## src/rtl/fifo_ctrl_pkg.sv

```systemverilog
// Shared defaults and state encoding for the FIFO controller.
package fifo_ctrl_pkg;

  localparam int unsigned DEF_ADDR_WIDTH = 8;
  localparam int unsigned DEF_DATA_WIDTH = 10;
  localparam int unsigned DEF_MEM_SIZE   = 256;

  localparam int unsigned STATE_W = 2;

  localparam logic [STATE_W-1:0] ST_IDLE       = 2'd0;
  localparam logic [STATE_W-1:0] ST_RD_ISSUE   = 2'd1;
  localparam logic [STATE_W-1:0] ST_RD_CAPTURE = 2'd2;

  typedef enum logic [STATE_W-1:0] {
    IDLE       = ST_IDLE,
    RD_ISSUE   = ST_RD_ISSUE,
    RD_CAPTURE = ST_RD_CAPTURE
  } state_e;

endpackage

```

## src/rtl/ptr_wrap.sv

```systemverilog
// Memory pointer that counts 0..SIZE-1 and wraps back to 0.
module ptr_wrap
  import fifo_ctrl_pkg::*;
#(
  parameter int unsigned WIDTH = DEF_ADDR_WIDTH,
  parameter int unsigned SIZE  = DEF_MEM_SIZE
) (
  input  logic             CLK,
  input  logic             RST,
  input  logic             inc_i,
  output logic [WIDTH-1:0] ptr_o
);

  localparam logic [WIDTH-1:0] LAST = WIDTH'(SIZE - 1);

  logic [WIDTH-1:0] ptr_q;
  logic [WIDTH-1:0] ptr_d;

  // Next pointer: advance on request, wrap at the last entry.
  always_comb begin
    ptr_d = ptr_q;
    if (inc_i) begin
      ptr_d = (ptr_q == LAST) ? '0 : ptr_q + WIDTH'(1);
    end
  end

  // Pointer register.
  always_ff @(posedge CLK or negedge RST) begin
    if (!RST) begin
      ptr_q <= '0;
    end else begin
      ptr_q <= ptr_d;
    end
  end

  assign ptr_o = ptr_q;

endmodule

```

## src/rtl/fifo_ctrl.sv

```systemverilog
// FIFO controller over a single-port synchronous RAM with a registered
// output stage. Reads take two cycles (issue, capture) and win over writes.
module fifo_ctrl
  import fifo_ctrl_pkg::*;
#(
  parameter int unsigned ADDR_WIDTH = DEF_ADDR_WIDTH,
  parameter int unsigned DATA_WIDTH = DEF_DATA_WIDTH,
  parameter int unsigned MEM_SIZE   = DEF_MEM_SIZE
) (
  input  logic                  CLK,
  input  logic                  RST,
  input  logic                  PUSH_VALID,
  input  logic [DATA_WIDTH-1:0] PUSH_DATA,
  output logic                  PUSH_READY,
  output logic                  POP_VALID,
  output logic [DATA_WIDTH-1:0] POP_DATA,
  input  logic                  POP_READY,
  output logic [ADDR_WIDTH-1:0] MEM_ADDR,
  output logic                  MEM_EN,
  output logic                  MEM_WE,
  output logic [DATA_WIDTH-1:0] MEM_DIN,
  input  logic [DATA_WIDTH-1:0] MEM_DOUT,
  output logic                  FULL,
  output logic                  EMPTY,
  output logic [ADDR_WIDTH:0]   COUNT
);

  localparam int unsigned CNT_W = ADDR_WIDTH + 1;
  localparam logic [CNT_W-1:0] CNT_MAX = CNT_W'(MEM_SIZE);

  state_e                  state_q;
  logic [CNT_W-1:0]        mem_cnt_q;
  logic                    pop_valid_q;
  logic [DATA_WIDTH-1:0]   pop_data_q;
  logic [ADDR_WIDTH-1:0]   wr_ptr;
  logic [ADDR_WIDTH-1:0]   rd_ptr;

  logic rd_start;
  logic push_ready;
  logic push_xfer;
  logic pop_xfer;
  logic capture;

  // Handshake decode; a pending read blocks the producer for that cycle.
  always_comb begin
    rd_start   = (state_q == IDLE) && (mem_cnt_q != '0) &&
                 (!pop_valid_q || POP_READY);
    push_ready = RST && (state_q == IDLE) && (mem_cnt_q < CNT_MAX) && !rd_start;
    push_xfer  = PUSH_VALID && push_ready;
    pop_xfer   = pop_valid_q && POP_READY;
    capture    = (state_q == RD_CAPTURE);
  end

  // Memory command: read address held through issue and capture.
  always_comb begin
    MEM_EN   = 1'b0;
    MEM_WE   = 1'b0;
    MEM_ADDR = '0;
    MEM_DIN  = '0;
    if (RST) begin
      if (state_q == RD_ISSUE || state_q == RD_CAPTURE) begin
        MEM_EN   = 1'b1;
        MEM_ADDR = rd_ptr;
      end else if (push_xfer) begin
        MEM_EN   = 1'b1;
        MEM_WE   = 1'b1;
        MEM_ADDR = wr_ptr;
        MEM_DIN  = PUSH_DATA;
      end
    end
  end

  // Read sequencer, occupancy count and output register.
  always_ff @(posedge CLK or negedge RST) begin
    if (!RST) begin
      state_q     <= IDLE;
      mem_cnt_q   <= '0;
      pop_valid_q <= 1'b0;
      pop_data_q  <= '0;
    end else begin
      case (state_q)
        IDLE:       if (rd_start) state_q <= RD_ISSUE;
        RD_ISSUE:   state_q <= RD_CAPTURE;
        RD_CAPTURE: state_q <= IDLE;
        default:    state_q <= IDLE;
      endcase

      if (push_xfer) begin
        mem_cnt_q <= mem_cnt_q + CNT_W'(1);
      end else if (capture) begin
        mem_cnt_q <= mem_cnt_q - CNT_W'(1);
      end

      if (capture) begin
        pop_valid_q <= 1'b1;
        pop_data_q  <= MEM_DOUT;
      end else if (pop_xfer) begin
        pop_valid_q <= 1'b0;
      end
    end
  end

  ptr_wrap #(.WIDTH(ADDR_WIDTH), .SIZE(MEM_SIZE)) u_wr_ptr (
    .CLK   (CLK),
    .RST   (RST),
    .inc_i (push_xfer),
    .ptr_o (wr_ptr)
  );

  ptr_wrap #(.WIDTH(ADDR_WIDTH), .SIZE(MEM_SIZE)) u_rd_ptr (
    .CLK   (CLK),
    .RST   (RST),
    .inc_i (capture),
    .ptr_o (rd_ptr)
  );

  assign PUSH_READY = push_ready;
  assign POP_VALID  = pop_valid_q;
  assign POP_DATA   = pop_data_q;
  assign COUNT      = mem_cnt_q + CNT_W'(pop_valid_q);
  assign EMPTY      = (COUNT == '0);
  assign FULL       = (mem_cnt_q == CNT_MAX);

endmodule

```

## config.mk

```make
export PLATFORM = sky130hd
export DESIGN_NAME = fifo_ctrl
export DESIGN_NICKNAME = d
export VERILOG_FILES = /design/src/rtl/fifo_ctrl_pkg.sv /design/src/rtl/ptr_wrap.sv /design/src/rtl/fifo_ctrl.sv
export SDC_FILE = /design/constraint.sdc
export NUM_CORES = 1
export LEC_CHECK = 0
export BUFFER_PORTS_ARGS = -buffer_cell sky130_fd_sc_hd__buf_4
export CELL_PAD_IN_SITES_DETAIL_PLACEMENT = 1
export CELL_PAD_IN_SITES_GLOBAL_PLACEMENT = 2
export CORE_MARGIN = 2
export CORE_UTILIZATION = 34
export CTS_BUF_LIST = sky130_fd_sc_hd__clkbuf_2
export DETAILED_ROUTE_END_ITERATION = 10
export GPL_ROUTABILITY_DRIVEN = 1
export PLACE_DENSITY_LB_ADDON = 0.25
export SLEW_MARGIN = 20
export SYNTH_ARGS = -nofsm -noshare
export SYNTH_HDL_FRONTEND = slang
export SYNTH_SLANG_ARGS = --single-unit
```

## constraint.sdc

```tcl
create_clock -name CLK -period 3.6 [get_ports CLK]
set_input_delay 0.54 -clock CLK [delete_from_list [all_inputs] [get_ports CLK]]
set_output_delay 0.54 -clock CLK [all_outputs]
set_load 0.005 [all_outputs]
```

==> flow_summary.json <==
{
  "rr_startpoint": "mem_cnt_q[4]",
  "grt_pass1_wl_mm": 9.74,
  "post_cts_buffers": 0,
  "core_sq_um": 6870,
  "dieArea_sq_um": 7870,
  "avgRoutedWirePerCell_um": 15.4,
  "async_flop_share": 1.00,
  "rsz0062_at_grt": "false",
  "grt_pass1_vias": 1927,
  "port_buffers": 66,
  "start_util": 0.355,
  "min_path_type": "in2async",
  "pre_cts_slack_ns": 0.301,
  "fin_hold_ws_ns": 0.182,
  "fin_crit_ns": 3.33,
  "clkSinkCount": 38,
  "clock.fmax_ghz": 0.300,
  "synth_nets": 271,
  "cts_hold_buf": 0,
  "synthFlopType": "dfrtp_1",
  "root_buffer": "clkbuf_2",
  "synth-edff-count": 0,
  "synth_cell_types": 46,
  "antenna_found_initial": 0,
  "reg2reg_to": "mem_cnt_q[8]",
  "crit_arrival_ns": 2.79,
  "die_h_um": 88.7,
  "die_w_um": 88.7,
  "r2r_cells": 9,
  "fin_cells": 396,
  "worstMarginPinSlew_ns": 0.916,
  "ys_seq_area_frac": 0.390,
  "gp_congestion": 0.796,
  "grt_max_degree": 41,
  "cap_violations": 0,
  "crit_path_max_fanout": 19,
  "period_share": 0.926,
  "slew_headroom": 0.389,
  "final_layout_size_suffix_gt1_frac": 0.330,
  "drtPass1Iterations": 4,
  "cp.required_ns": 3.06,
  "overflow": 0,
  "regToRegSetupSlack_ns": 0.36,
  "tritoncts": "yes",
  "critPathCaptureType": "output port",
  "cp-start-kind": "flop",
  "power_density_nw_per_um2": 779,
  "cts_buffers": 5,
  "antenna_left": 0,
  "fill_cells": 790,
  "dpl_cell_area_sq_um": 3010,
  "power_mw": 2.41,
  "hpwl_mm": 4.68,
  "via_per_inst": 5.06,
  "fin_area_sq_um": 3100,
  "cts_resized": 0,
  "dp.cells": 388,
  "clk_latency_ns": 0.39,
  "via_count": 2004,
  "slew_viol_final": 0,
  "wl_mm": 6.10,
  "status": "finished, final reports clean",
  "setup_ws_ns": 0.267,
  "worstSetupStartpoint": "mem_cnt_q[4]",
  "synthCells": 232,
  "diodes": 0,
  "htree_levels": 2,
  "setup_violations": 0,
  "ir_drop_uv": 326,
  "fin_skew_ns": 0.0140,
  "crit_type": "reg2out",
  "grt_usage": 0.162,
  "hold_viol_final": 0,
  "clk_pin_slew_ns": 0.21,
  "syn_avg_cell_area_sq_um": 10.5,
  "syn_area_sq_um": 2440,
  "num_rows": 30,
  "ys_ff_latch": 38,
  "clockBufferDepth": 2,
  "utilization": 0.451,
  "synth_warnings": 0,
  "drt-initial-drc-count": 78,
  "layout.nets": 338,
  "num_io_pins": 67,
  "p_leak_nw": 1.43,
  "setup_tns_ns": 0,
  "drcViolationCount": 0,
  "syn2layout_area_growth_pct": 27.0
}
==> worst max-delay path by stage <==
stage	to	slack, ns	depth (start not counted)
4_1_cts	MEM_ADDR[1]	0.12	7
6_report	MEM_ADDR[1]	0.27	7
5_1_grt	MEM_ADDR[1]	0.06	7
2_1_floorplan	mem_cnt_q[8]	0.72	11
3_5_place_dp	mem_cnt_q[8]	0.30	9
3_3_place_gp	mem_cnt_q[8]	0.39	8
==> placed cells by master, fill, tap and decap left out, types with 2 or more instances in the layout <==
cell type  instances
xnor2_1           15
a21o_1             2
a31oi_1            4
nand4_1            8
nor4_1             3
clkbuf_2           5
dfrtp_1           38
inv_1              5
o21ai_0            5
a22o_1             8
xor2_1             7
bufinv_16          2
buf_4             70
and2_1            11
nor3_1             4
nor2_1            10
nand3_1            8
o21ai_1            7
or4_1              2
ha_1              14
a21oi_1            8
nor2_8             2
nand2_1           14
nor2b_1            2
mux2i_1            2
mux2_4             6
nand2b_1           3
mux2_2            11
a211oi_1           3
and3_1             4
o31ai_1            2
==> power by group <==
| group | total [mW] | internal (mW) | switching, mW |
|---|---|---|---|
| logic | 1.29 | 0.709 | 0.580 |
| registers | 0.790 | 0.591 | 0.199 |
| clock network | 0.333 | 0.185 | 0.149 |
==> registers in the layout, indices dropped and copies added (netlist names) <==
signal,count
state_q,2
POP_VALID,1
mem_cnt_q,9
u_wr_ptr.ptr_o,8
u_rd_ptr.ptr_o,8
POP_DATA,10
==> Yosys cell counts (all sizes together) (6+ instances only) <==
master	instances	area, sq um
dfrtp	38	951
mux2	18	225
xnor2	15	131
ha	14	175
nand2	14	52.6
nor2	12	77.6
o21ai	12	60.1
and2	11	68.8
a21oi	8	40.0
a22o	8	70.1
nand3	8	40.0
nand4	8	50.1
buf	7	65.1
xor2	7	61.3
inv	6	35.0
==> cell type report <==
| class | count | area (sq um) | share of cell area |
|---|---|---|---|
| inverter | 6 | 35.0 | 0.0113 |
| timing repair buffer | 70 | 526 | 0.170 |
| tap | 96 | 120 | 0.0388 |
| clock buffer | 5 | 25.0 | 0.00808 |
| clock inverter | 3 | 63.8 | 0.0206 |
| multi-input combinational | 178 | 1380 | 0.445 |
| sequential | 38 | 951 | 0.307 |
==> cell families after synthesis <==
logic type                 synth area share
adders and majority gates            0.0800
DFF                                   0.390
AOI/OAI and AO/OA                     0.127
buffers and inverters                0.0457
xor gates and xnor gates             0.0790
and+or+nand+nor                       0.178
muxes                                 0.101
==> critical path, cell delays in order (launching register included) <==
cell and delay [ns]:
dfrtp_1 0.54, nor4_1 0.38, nand2_1 0.19, a211o_2 0.51, buf_4 0.23, nor2_8 0.21
a22o_1 0.20, buf_4 0.12
==> routing by layer <==
metal / share of wire / up-vias / GRT usage / routed length, um
li1: - / 978 / - / -
met4: 0.0072 / 0 / 0.0331 / 44
met2: 0.46 / 51 / 0.263 / 2830
met5: 0 / - / 0 / 0
met3: 0.050 / 5 / 0.0336 / 305
met1: 0.48 / 970 / 0.223 / 2920
Power figures use the tool's default switching activity.
